--- config.mk ---
export PLATFORM = sky130hd
export DESIGN_NAME = cpu_execute_mc
export DESIGN_NICKNAME = d
export VERILOG_FILES = /design/src/rtl/cpu_execute_mc.sv
export SDC_FILE = /design/constraint.sdc
export NUM_CORES = 1
export LEC_CHECK = 0
export CORE_ASPECT_RATIO = 0.6
export CORE_UTILIZATION = 45
export CTS_BUF_LIST = sky130_fd_sc_hd__clkbuf_16
export DETAILED_ROUTE_END_ITERATION = 12
export PLACE_DENSITY = 0.68
export SLEW_MARGIN = 20
export SYNTH_ARGS = -nofsm -noshare
export SYNTH_HDL_FRONTEND = slang
export SYNTH_SLANG_ARGS = --single-unit
--- constraint.sdc ---
create_clock -name clk -period 8.1 [get_ports clk]
set_clock_uncertainty 0.2 [all_clocks]
set_input_delay 1.62 -clock clk [delete_from_list [all_inputs] [get_ports clk]]
set_output_delay 1.62 -clock clk [all_outputs]
set_load 0.01 [all_outputs]
--- src/rtl/cpu_execute_mc.sv ---
// Execute stage (2a->3a) of the stack CPU: single-cycle ALU plus an iterative
// multiply/divide unit that holds upstream through stall_2a; kill_4a squashes.
module cpu_execute_mc #(
  parameter int unsigned DW = 32,
  parameter int unsigned TW = 3,
  parameter int unsigned IW = 48,
  parameter int unsigned PW = 11
) (
  input  logic               clk,
  input  logic               rst,
  input  logic               in_valid_2a,
  output logic               stall_2a,
  input  logic [4:0]         alu__op_2a,
  input  logic [1:0]         c__alu_left_2a,
  input  logic [1:0]         c__alu_right_2a,
  input  logic [1:0]         c__branch_2a,
  input  logic [2:0]         c__to_push_2a,
  input  logic               c__r0_2a,
  input  logic               c__r1_2a,
  input  logic [IW-1:0]      instruction_2a,
  input  logic [DW-1:0]      pc_2a,
  input  logic [DW-1:0]      pc_1a,
  input  logic [DW+TW-1:0]   st__top_0_2a,
  input  logic [DW+TW-1:0]   st__top_n_2a,
  input  logic [PW-1:0]      st__to_pop_2a,
  input  logic               kill_4a,
  output logic               valid_3a,
  output logic               alu__cond_3a,
  output logic [DW-1:0]      alu__out_3a,
  output logic [1:0]         c__branch_3a,
  output logic [2:0]         c__to_push_3a,
  output logic [PW-1:0]      st__to_pop_3a,
  output logic [IW-1:0]      instruction_3a,
  output logic [DW-1:0]      pc_3a,
  output logic [DW+TW-1:0]   r0_3a,
  output logic [DW+TW-1:0]   r1_3a,
  output logic               md_busy
);

  localparam int unsigned SW  = DW + TW;
  localparam int unsigned SHW = $clog2(DW);
  localparam int unsigned CW  = $clog2(DW);

  localparam logic [4:0] OP_ADD   = 5'd0;
  localparam logic [4:0] OP_SUB   = 5'd1;
  localparam logic [4:0] OP_AND   = 5'd2;
  localparam logic [4:0] OP_OR    = 5'd3;
  localparam logic [4:0] OP_XOR   = 5'd4;
  localparam logic [4:0] OP_SHL   = 5'd5;
  localparam logic [4:0] OP_SHR   = 5'd6;
  localparam logic [4:0] OP_SRA   = 5'd7;
  localparam logic [4:0] OP_EQ    = 5'd8;
  localparam logic [4:0] OP_LT    = 5'd9;
  localparam logic [4:0] OP_LTU   = 5'd10;
  localparam logic [4:0] OP_PASSL = 5'd11;
  localparam logic [4:0] OP_PASSR = 5'd12;
  localparam logic [4:0] OP_MUL   = 5'd16;
  localparam logic [4:0] OP_DIVU  = 5'd17;
  localparam logic [4:0] OP_REMU  = 5'd18;

  localparam logic [1:0] SRC_IMM  = 2'd0;
  localparam logic [1:0] SRC_STK0 = 2'd1;
  localparam logic [1:0] SRC_STK1 = 2'd2;

  typedef enum logic [1:0] {
    MD_IDLE = 2'd0,
    MD_BUSY = 2'd1,
    MD_DONE = 2'd2
  } md_state_e;

  md_state_e state_q, state_d;

  logic [DW-1:0] left_c, right_c;
  logic [DW-1:0] alu_out_c;
  logic          alu_cond_c;
  logic          alu_is_cmp_c;
  logic          alu_known_c;
  logic [SHW-1:0] shamt_c;
  logic          is_md_c;

  logic          md_accept_c, md_step_c, md_done_c, single_c;

  logic [DW-1:0] acc_q, acc_d;
  logic [DW-1:0] opa_q, opa_d;
  logic [DW-1:0] opb_q, opb_d;
  logic [CW-1:0] cnt_q, cnt_d;
  logic [4:0]    md_op_q, md_op_d;
  logic [DW:0]   rem_sh_c;
  logic [DW-1:0] div_sub_c;
  logic          div_ge_c;
  logic [DW-1:0] md_out_c;

  logic          valid_q, valid_d;
  logic          cond_q, cond_d;
  logic [DW-1:0] out_q, out_d;
  logic [1:0]    branch_q, branch_d;
  logic [2:0]    push_q, push_d;
  logic [PW-1:0] pop_q, pop_d;
  logic [IW-1:0] instr_q, instr_d;
  logic [DW-1:0] pc_q, pc_d;
  logic [SW-1:0] r0_q, r0_d;
  logic [SW-1:0] r1_q, r1_d;

  // Operand selection; the right-hand alternate source forwards the live r1_3a data bits
  always_comb begin : operand_mux
    left_c  = '0;
    right_c = '0;
    case (c__alu_left_2a)
      SRC_IMM:  left_c = instruction_2a[DW-1:0];
      SRC_STK0: left_c = st__top_0_2a[DW-1:0];
      SRC_STK1: left_c = st__top_n_2a[DW-1:0];
      default:  left_c = pc_1a;
    endcase
    case (c__alu_right_2a)
      SRC_IMM:  right_c = instruction_2a[DW-1:0];
      SRC_STK0: right_c = st__top_0_2a[DW-1:0];
      SRC_STK1: right_c = st__top_n_2a[DW-1:0];
      default:  right_c = r1_q[DW-1:0];
    endcase
  end

  // Single-cycle ALU; unknown codes give out 0 and cond 0
  always_comb begin : alu
    alu_out_c    = '0;
    alu_is_cmp_c = 1'b0;
    alu_known_c  = 1'b1;
    shamt_c      = right_c[SHW-1:0];
    case (alu__op_2a)
      OP_ADD:   alu_out_c = left_c + right_c;
      OP_SUB:   alu_out_c = left_c - right_c;
      OP_AND:   alu_out_c = left_c & right_c;
      OP_OR:    alu_out_c = left_c | right_c;
      OP_XOR:   alu_out_c = left_c ^ right_c;
      OP_SHL:   alu_out_c = left_c << shamt_c;
      OP_SHR:   alu_out_c = left_c >> shamt_c;
      OP_SRA:   alu_out_c = DW'($signed(left_c) >>> shamt_c);
      OP_EQ: begin
        alu_is_cmp_c = 1'b1;
        alu_out_c    = DW'(left_c == right_c);
      end
      OP_LT: begin
        alu_is_cmp_c = 1'b1;
        alu_out_c    = DW'($signed(left_c) < $signed(right_c));
      end
      OP_LTU: begin
        alu_is_cmp_c = 1'b1;
        alu_out_c    = DW'(left_c < right_c);
      end
      OP_PASSL: alu_out_c = left_c;
      OP_PASSR: alu_out_c = right_c;
      default:  alu_known_c = 1'b0;
    endcase
    alu_cond_c = alu_is_cmp_c ? alu_out_c[0] : (alu_known_c && (alu_out_c == '0));
  end

  assign is_md_c = (alu__op_2a == OP_MUL) || (alu__op_2a == OP_DIVU) || (alu__op_2a == OP_REMU);

  always_ff @(posedge clk) begin : md_state_reg
    if (rst) state_q <= MD_IDLE;
    else     state_q <= state_d;
  end

  always_comb begin : md_next_state
    state_d = state_q;
    case (state_q)
      MD_IDLE: if (in_valid_2a && is_md_c && !kill_4a) state_d = MD_BUSY;
      MD_BUSY: begin
        if (kill_4a)                        state_d = MD_IDLE;
        else if (cnt_q == CW'(DW - 1))      state_d = MD_DONE;
      end
      MD_DONE: state_d = MD_IDLE;
      default: state_d = MD_IDLE;
    endcase
  end

  always_comb begin : md_outputs
    stall_2a    = 1'b0;
    md_accept_c = 1'b0;
    md_step_c   = 1'b0;
    md_done_c   = 1'b0;
    single_c    = 1'b0;
    case (state_q)
      MD_IDLE: begin
        md_accept_c = in_valid_2a && is_md_c && !kill_4a;
        single_c    = in_valid_2a && !is_md_c && !kill_4a;
        stall_2a    = md_accept_c;
      end
      MD_BUSY: begin
        md_step_c = !kill_4a;
        stall_2a  = !kill_4a;
      end
      MD_DONE: md_done_c = !kill_4a;
      default: ;
    endcase
  end

  // Restoring-division step: acc holds the partial remainder, opa shifts dividend out / quotient in
  assign rem_sh_c  = {acc_q, opa_q[DW-1]};
  assign div_ge_c  = rem_sh_c >= {1'b0, opb_q};
  assign div_sub_c = DW'(rem_sh_c - {1'b0, opb_q});
  assign md_out_c  = (md_op_q == OP_DIVU) ? opa_q : acc_q;

  always_comb begin : md_datapath_next
    acc_d   = acc_q;
    opa_d   = opa_q;
    opb_d   = opb_q;
    cnt_d   = cnt_q;
    md_op_d = md_op_q;
    if (md_accept_c) begin
      acc_d   = '0;
      opa_d   = left_c;
      opb_d   = right_c;
      cnt_d   = '0;
      md_op_d = alu__op_2a;
    end else if (md_step_c) begin
      cnt_d = cnt_q + CW'(1);
      if (md_op_q == OP_MUL) begin
        if (opb_q[0]) acc_d = acc_q + opa_q;
        opa_d = opa_q << 1;
        opb_d = opb_q >> 1;
      end else if (div_ge_c) begin
        acc_d = div_sub_c;
        opa_d = {opa_q[DW-2:0], 1'b1};
      end else begin
        acc_d = rem_sh_c[DW-1:0];
        opa_d = {opa_q[DW-2:0], 1'b0};
      end
    end
  end

  // 3a capture: a live single-cycle op or a finished multiply/divide, otherwise a bubble
  always_comb begin : stage_3a_next
    valid_d  = 1'b0;
    cond_d   = 1'b0;
    out_d    = '0;
    branch_d = '0;
    push_d   = '0;
    pop_d    = '0;
    instr_d  = '0;
    pc_d     = '0;
    r0_d     = r0_q;
    r1_d     = r1_q;
    if (single_c || md_done_c) begin
      valid_d  = 1'b1;
      out_d    = md_done_c ? md_out_c : alu_out_c;
      cond_d   = md_done_c ? (md_out_c == '0) : alu_cond_c;
      branch_d = c__branch_2a;
      push_d   = c__to_push_2a;
      pop_d    = st__to_pop_2a;
      instr_d  = instruction_2a;
      pc_d     = pc_2a;
      if (c__r0_2a) r0_d = st__top_0_2a;
      if (c__r1_2a) r1_d = st__top_n_2a;
    end
  end

  always_ff @(posedge clk) begin : regs
    if (rst) begin
      acc_q    <= '0;
      opa_q    <= '0;
      opb_q    <= '0;
      cnt_q    <= '0;
      md_op_q  <= '0;
      valid_q  <= 1'b0;
      cond_q   <= 1'b0;
      out_q    <= '0;
      branch_q <= '0;
      push_q   <= '0;
      pop_q    <= '0;
      instr_q  <= '0;
      pc_q     <= '0;
      r0_q     <= '0;
      r1_q     <= '0;
    end else begin
      acc_q    <= acc_d;
      opa_q    <= opa_d;
      opb_q    <= opb_d;
      cnt_q    <= cnt_d;
      md_op_q  <= md_op_d;
      valid_q  <= valid_d;
      cond_q   <= cond_d;
      out_q    <= out_d;
      branch_q <= branch_d;
      push_q   <= push_d;
      pop_q    <= pop_d;
      instr_q  <= instr_d;
      pc_q     <= pc_d;
      r0_q     <= r0_d;
      r1_q     <= r1_d;
    end
  end

  assign valid_3a       = valid_q;
  assign alu__cond_3a   = cond_q;
  assign alu__out_3a    = out_q;
  assign c__branch_3a   = branch_q;
  assign c__to_push_3a  = push_q;
  assign st__to_pop_3a  = pop_q;
  assign instruction_3a = instr_q;
  assign pc_3a          = pc_q;
  assign r0_3a          = r0_q;
  assign r1_3a          = r1_q;
  assign md_busy        = (state_q != MD_IDLE);

endmodule
==> results_dict.tcl, run 1 <==
set metrics [dict create \
    avgSynthCellArea_um2 7.706 \
    grt_pass1_wl_um 195300 \
    port_buffers 414 \
    netSwitchingFraction_pct 39.73 \
    dp_cells 4423 \
    p_seq_share_pct 29.2 \
    slew_headroom_pct 10.51 \
    setup_viol 0 \
    intPower_uw 3257 \
    syn_inst 3394 \
    cellPowerDensity_nw_per_um2 167.8 \
    cp_top_family "compound AO/OA/AOI/OAI gates" \
    netlist-cell-type-count 93 \
    path_class "primary input to flop" \
    holdBufCountCts 0 \
    synthArstFlopShare_pct 0 \
    drc_errors 0 \
    max_stage_delay_ps 640 \
    fmax_ghz 0.1383 \
    synth_edf_count 0 \
    ys_warn_count 0 \
    final-max-slew-violation-count 0 \
    end_kind "flop" \
    core-area_um2 57430 \
    worstMarginPinSlew_ps 1328 \
    wl_um 140000 \
    synth_fa_ha_area_share_pct 8.726 \
    r2r_setup_slack_ps 2040 \
    synth_compound_area_share_pct 26.05 \
    yosysMostFrequentCell "nand2_1" \
    rows 68 \
    synth-simple-area-share_pct 20.95 \
    drive_gt1_share_pct 7.997 \
    cp_max_fo 6 \
    synth_top_area_share_pct 23.57 \
    critPathLaunchType "primary input" \
    p_leak_uw 0.01259 \
    combPwrFrac_pct 39.3 \
    path_cells "clkdlybuf4s50_1 > mux4_2 > inv_1 > ha_1 > inv_1 > fa_1 > a211o_1 > a211oi_1 > nand3b_1 > o2111ai_1 > o31ai_1 > buf_4 > a21o_1 > o22ai_1 > o21ai_0 > o2111ai_1 > nor4b_1 > nand4_1 > nand2_1" \
    postRouteAntennaNets 0 \
    fp.dieW_um 313.2 \
    critPathRequiredTime_ps 8420 \
    grt_overflow 0 \
    syn_area_um2 26160 \
    cts_num_sinks 308 \
    r2r_start "opa_q[31]" \
    critPathBufInv 4 \
    place_area_um2 31010 \
    clk_pin_slew_worst_paths_ps 60 \
    yosysSeqAreaShare_pct 23.57 \
    cp.arrival_ps 7550 \
    syn2layout_area_growth_pct 23.11 \
    cts.path.max_buffers 3 \
    grt_usage_pct 45.49 \
    ys_top_cells_by_area "dfxtp_1 (24%), ha_1 (8.4%), nand2_1 (7.0%)" \
    syn_nets 3787 \
    tns_ps 0 \
    synthFlopType "dfxtp_1" \
    yosysTopAreaCell "dfxtp_1" \
    cp_slowest_cell "mux4_2" \
    status "finished clean" \
    synthMuxAreaShare_pct 12.09 \
    routabilityCongestion 1.153 \
    hold_ws_ps 254.1 \
    power_uw 5404 \
    nFillCells 5455 \
    cts_tree "done" \
    post-cts-setup-buffers 0 \
    insertion_delay_ps 570 \
    worst-path-stages 19 \
    synth_seq_cells 308 \
    h-tree-depth 2 \
    synthTopCellsByCount "nand2_1 (488), dfxtp_1 (308), nor2_1 (284)" \
    drt-initial-drc-count 5021 \
    hold_viol 0 \
    design_area_um2 32200 \
    viasPerCell 6.672 \
    reg2reg_to "acc_q[17]" \
    power_switching_uw 2147 \
    grt_setup_unrepaired "false" \
    critPathLaunch "instruction_2a[0]" \
    layout_min_cycle_time_ps 7230 \
    antenna_found_initial 19 \
    synth_top_family_by_area "compound AO/OA/AOI/OAI gates" \
    die_h_um 188.7 \
    vias 29979 \
    grt_pass1_vias 26527 \
    finalNonFillerCells 4493 \
    io_pins 415 \
    fin_crit_sh_pct 89.26 \
    maxCapViolCount 0 \
    numCtsBuffers 34 \
    avgRoutedWirePerCell_um 31.17 \
    reg2regPathDepth 16 \
    hp-class "flop to flop" \
    detailed_place_hpwl_um 110500 \
    start_util_pct 45.54 \
    crit_end "alu__cond_3a" \
    synth-xor-area-share_pct 2.043 \
    cts_root_buf "clkbuf_16" \
    pwr-share-clk_pct 31.5 \
    cts_resized 0 \
    hold_start "r0_3a[3]" \
    irDropWorstVdd_mv 0.1453 \
    nets 4082 \
    grt_start_max_net_pins 99 \
    firstDrtPassIters 9 \
    dieArea_um2 59120 \
]
## flip-flops by register name, indices dropped and copies added, names as in the netlist, 2 cells and up
signal,flops
pc_3a,32
st__to_pop_3a,11
md_op_q,5
r1_3a,35
opa_q,32
opb_q,32
state_q,2
c__branch_3a,2
instruction_3a,48
c__to_push_3a,3
r0_3a,35
alu__out_3a,32
cnt_q,5
acc_q,32
## worst register-to-register path, cell delays in order, from the launching register on
cell      delay [ps]
dfxtp_1          500
inv_1            530
ha_1             320
nor2b_1           60
o21ai_0          190
a21boi_0         170
o31ai_1          880
a21oi_1          380
o41ai_1          770
a21oi_1          240
o21ai_0          320
nand3b_1         190
buf_4            270
buf_4            310
mux2_2           320
a21oi_1          220
nor2_1            80
## power groups by stage
| stage | Combinational [µW] | Sequential (µW) | Clock, µW |
|---|---|---|---|
| after global routing | 2190 | 1580 | 1770 |
| final | 2120 | 1580 | 1700 |
| after CTS | 2010 | 1570 | 1710 |
| after global placement | 2020 | 1610 | 0 |
| after detailed placement | 2000 | 1610 | 0 |
| after floorplan | 1190 | 1620 | 0 |
## per-stage QoR
stage / utilization (%) / worst slack, ps
global route: 56.06 / 818.4
finish: 56.07 / 870.2
global placement: 53.98 / 542.3
detailed placement: 53.99 / 658.8
floorplan: - / 1171
CTS: 56.02 / 1236
## layout make-up
type	count	area (µm²)	area share (%)
multi-input combinational	2667	18360	57.03
sequential	308	6166	19.15
timing repair buffer	519	4922	15.29
tap	770	963.4	2.992
clock buffer	34	850.8	2.642
inverter	159	596.8	1.854
clock inverter	27	315.3	0.9792
antenna	9	22.52	0.06994
## layer usage
metal / routed length (µm) / track usage (%) / share of wire [%] / vias up
met5: 53 / 0 / 0.038 / -
met3: 22730 / 20.97 / 16 / 324
met2: 52130 / 57.90 / 37 / 2293
li1: - / - / - / 13008
met1: 58060 / 63.72 / 41 / 14346
met4: 7055 / 20.47 / 5.0 / 8
## kinds of logic (layout without fill, tap and decap cells)
family / Yosys count / in the layout
other: 0 / 9
and+or+nand+nor: 1193 / 1193
adders and majority gates: 180 / 180
DFF: 308 / 308
muxes: 229 / 229
AOI/OAI and AO/OA: 1004 / 1004
xor gates and xnor gates: 61 / 61
buffers and inverters: 419 / 739
## worst min-delay path by stage
stage                             to  slack (ps)  cells past startpoint
after floorplan           md_op_q[3]         230                      1
after global placement     r1_3a[33]         240                      2
after global routing        r0_3a[4]         270                      2
final                       r0_3a[3]         250                      2
after detailed placement    r0_3a[3]         250                      2
after CTS                   r0_3a[4]         260                      2
## placed cells by master (no fill, tap or decap), types with 31 or more instances in the layout
cell / count
a221oi_1: 31
clkdlybuf4s50_1: 409
and2_1: 114
mux4_2: 64
a21o_1: 49
clkbuf_16: 34
nor3_1: 52
nor2_1: 283
xnor2_1: 40
mux2i_1: 134
o211ai_1: 51
a21oi_1: 278
a211oi_1: 51
ha_1: 176
inv_1: 162
dfxtp_1: 308
buf_4: 105
nand2_1: 486
o21ai_0: 156
nor4_1: 33
a311oi_1: 86
nand3_1: 73
Note: power is estimated with default switching activity, not from simulation.
==> inputs of run 2 (changes only) <==
--- a/config.mk
+++ b/config.mk
@@ -9,7 +9,7 @@
 export CORE_UTILIZATION = 45
 export CTS_BUF_LIST = sky130_fd_sc_hd__clkbuf_16
 export DETAILED_ROUTE_END_ITERATION = 12
-export PLACE_DENSITY = 0.68
+export PLACE_DENSITY_LB_ADDON = 0.25
 export SLEW_MARGIN = 20
 export SYNTH_ARGS = -nofsm -noshare
 export SYNTH_HDL_FRONTEND = slang
==> run 2 against run 1 <==
Net effect:
- die area is the same
- core utilization is 0.30 points lower
- combinational power is essentially flat
- cell area shrank 0.54%
- sequential power barely moved
- global-route usage decreased by 1.9 points
- non-clock buffer count shrank 1
==> results_dict.tcl, run 2 (synthesis gave the netlist of run 1 again) <==
set metrics [dict create \
    firstDrtPassIters 9 \
    postRouteAntennaNets 0 \
    path_cells "buf_2 > mux4_2 > inv_1 > ha_1 > inv_1 > fa_1 > a211o_1 > a211oi_1 > nand3b_1 > o2111ai_1 > o31ai_1 > buf_4 > a211oi_1 > o211ai_1 > nand2_1 > o41ai_1 > a31oi_1 > o22a_1 > nand2_1" \
    rows 68 \
    critPathRequiredTime_ps 8460 \
    layout_min_cycle_time_ps 6994 \
    irDropWorstVdd_mv 0.1854 \
    grt_usage_pct 43.55 \
    start_util_pct 45.54 \
    r2r_start "opa_q[31]" \
    tns_ps 0 \
    antenna_found_initial 13 \
    drt-initial-drc-count 4887 \
    viasPerCell 6.605 \
    critPathLaunchType "primary input" \
    holdBufCountCts 0 \
    path_class "primary input to flop" \
    post-cts-setup-buffers 0 \
    cp_max_fo 12 \
    drc_errors 0 \
    detailed_place_hpwl_um 106400 \
    avgRoutedWirePerCell_um 29.83 \
    h-tree-depth 1 \
    slew_headroom_pct 19.66 \
    dieArea_um2 59120 \
    grt_overflow 0 \
    die_h_um 188.7 \
    routabilityCongestion 1.093 \
    io_pins 415 \
    fmax_ghz 0.1430 \
    port_buffers 414 \
    cts_resized 0 \
    critPathLaunch "c__alu_left_2a[1]" \
    grt_setup_unrepaired "false" \
    cellPowerDensity_nw_per_um2 161.7 \
    worstMarginPinSlew_ps 1205 \
    cts_root_buf "clkbuf_16" \
    insertion_delay_ps 640 \
    max_stage_delay_ps 660 \
    vias 29641 \
    maxCapViolCount 0 \
    numCtsBuffers 30 \
    nets 4077 \
    syn2layout_area_growth_pct 22.45 \
    cts.path.max_buffers 3 \
    cts_tree "done" \
    clk_pin_slew_worst_paths_ps 70 \
    final_cell_mix "nand2_1 (488), clkdlybuf4s50_1 (409), dfxtp_1 (308)" \
    largest_reg_flops 48 \
    cp.arrival_ps 7350 \
    end_kind "flop" \
    drive_gt1_share_pct 7.688 \
    grt_pass1_wl_um 189500 \
    cp_slowest_cell "mux4_2" \
    hp-class "flop to flop" \
    grt_pass1_vias 26105 \
    p_leak_uw 0.01249 \
    grt_start_max_net_pins 98 \
    wl_um 133900 \
    hold_viol 0 \
    cts_num_sinks 308 \
    fp.dieW_um 313.2 \
    fin_crit_sh_pct 86.34 \
    hold_start "r0_3a[13]" \
    core-area_um2 57430 \
    status "finished clean" \
    final-max-slew-violation-count 0 \
    power_uw 5179 \
    setup_viol 0 \
    final_common_cell "nand2_1" \
]
run 2: changes by cell type in the layout (fill, tap and decap cells not counted), sizes merged:
cell | previous run | this run
diode | 9 | 11
clkbuf | 34 | 30
bufinv | 6 | 4
buf | 110 | 109
clkinvlp | 0 | 4
inv | 166 | 162
run 2: final timing paths:
path                                endpoint  slack, ps  depth (start not counted)
worst max-delay path            alu__cond_3a       1110                         19
worst min-delay path               r0_3a[13]        260                          2
worst max register to register     acc_q[28]       1840                         15
worst min register to register     r0_3a[13]        260                          2
run 2: cell type report:
type                    count  area, µm²
diodes                     11      27.53
clock buffers              30      750.7
clock inverters            25      254.0
fillers                  5437      25400
inverters                 159      596.8
multi-input cells        2667      18340
flip-flops and latches    308       6166
well taps                 770      963.4
repair buffers            518       4927
run 2: worst max-delay path: cells and delay by family:
kind	cells	cell delay [ps]
adders and majority gates	2	730
muxes	1	660
and+or+nand+nor	3	470
AOI/OAI and AO/OA	9	3020
buffers and inverters	4	820
run 2: where the power goes:
group          internal [µW]  total (µW)  switching [µW]
Sequential              1550        1570            23.6
Combinational            731        2100            1370
Clock                    806        1500             699
Total                   3090        5180            2090
run 2: per-stage QoR:
| step | setup slack, ps | hold slack (ps) | instances | cell area [µm²] | utilization, % |
|---|---|---|---|---|---|
| after floorplan | 1171 | 230.9 | 3394 | 26160 | - |
| after global placement | 813.2 | 240.9 | 4422 | 30990 | 53.97 |
| after detailed placement | 790.0 | 245.3 | 4422 | 30990 | 53.97 |
| after CTS | 1389 | 254.9 | 4477 | 32000 | 55.72 |
| after global routing | 966.5 | 271.2 | 4483 | 32010 | 55.74 |
| final | 1106 | 255.5 | 4488 | 32030 | 55.76 |
run 2: layer usage:
layer,routed length [µm],vias to the layer above,track usage (%)
met5,13,-,0.08117
met4,5615,2,15.33
met3,21440,292,19.05
met2,49420,2183,55.03
met1,57410,14160,63.50
li1,-,13004,-
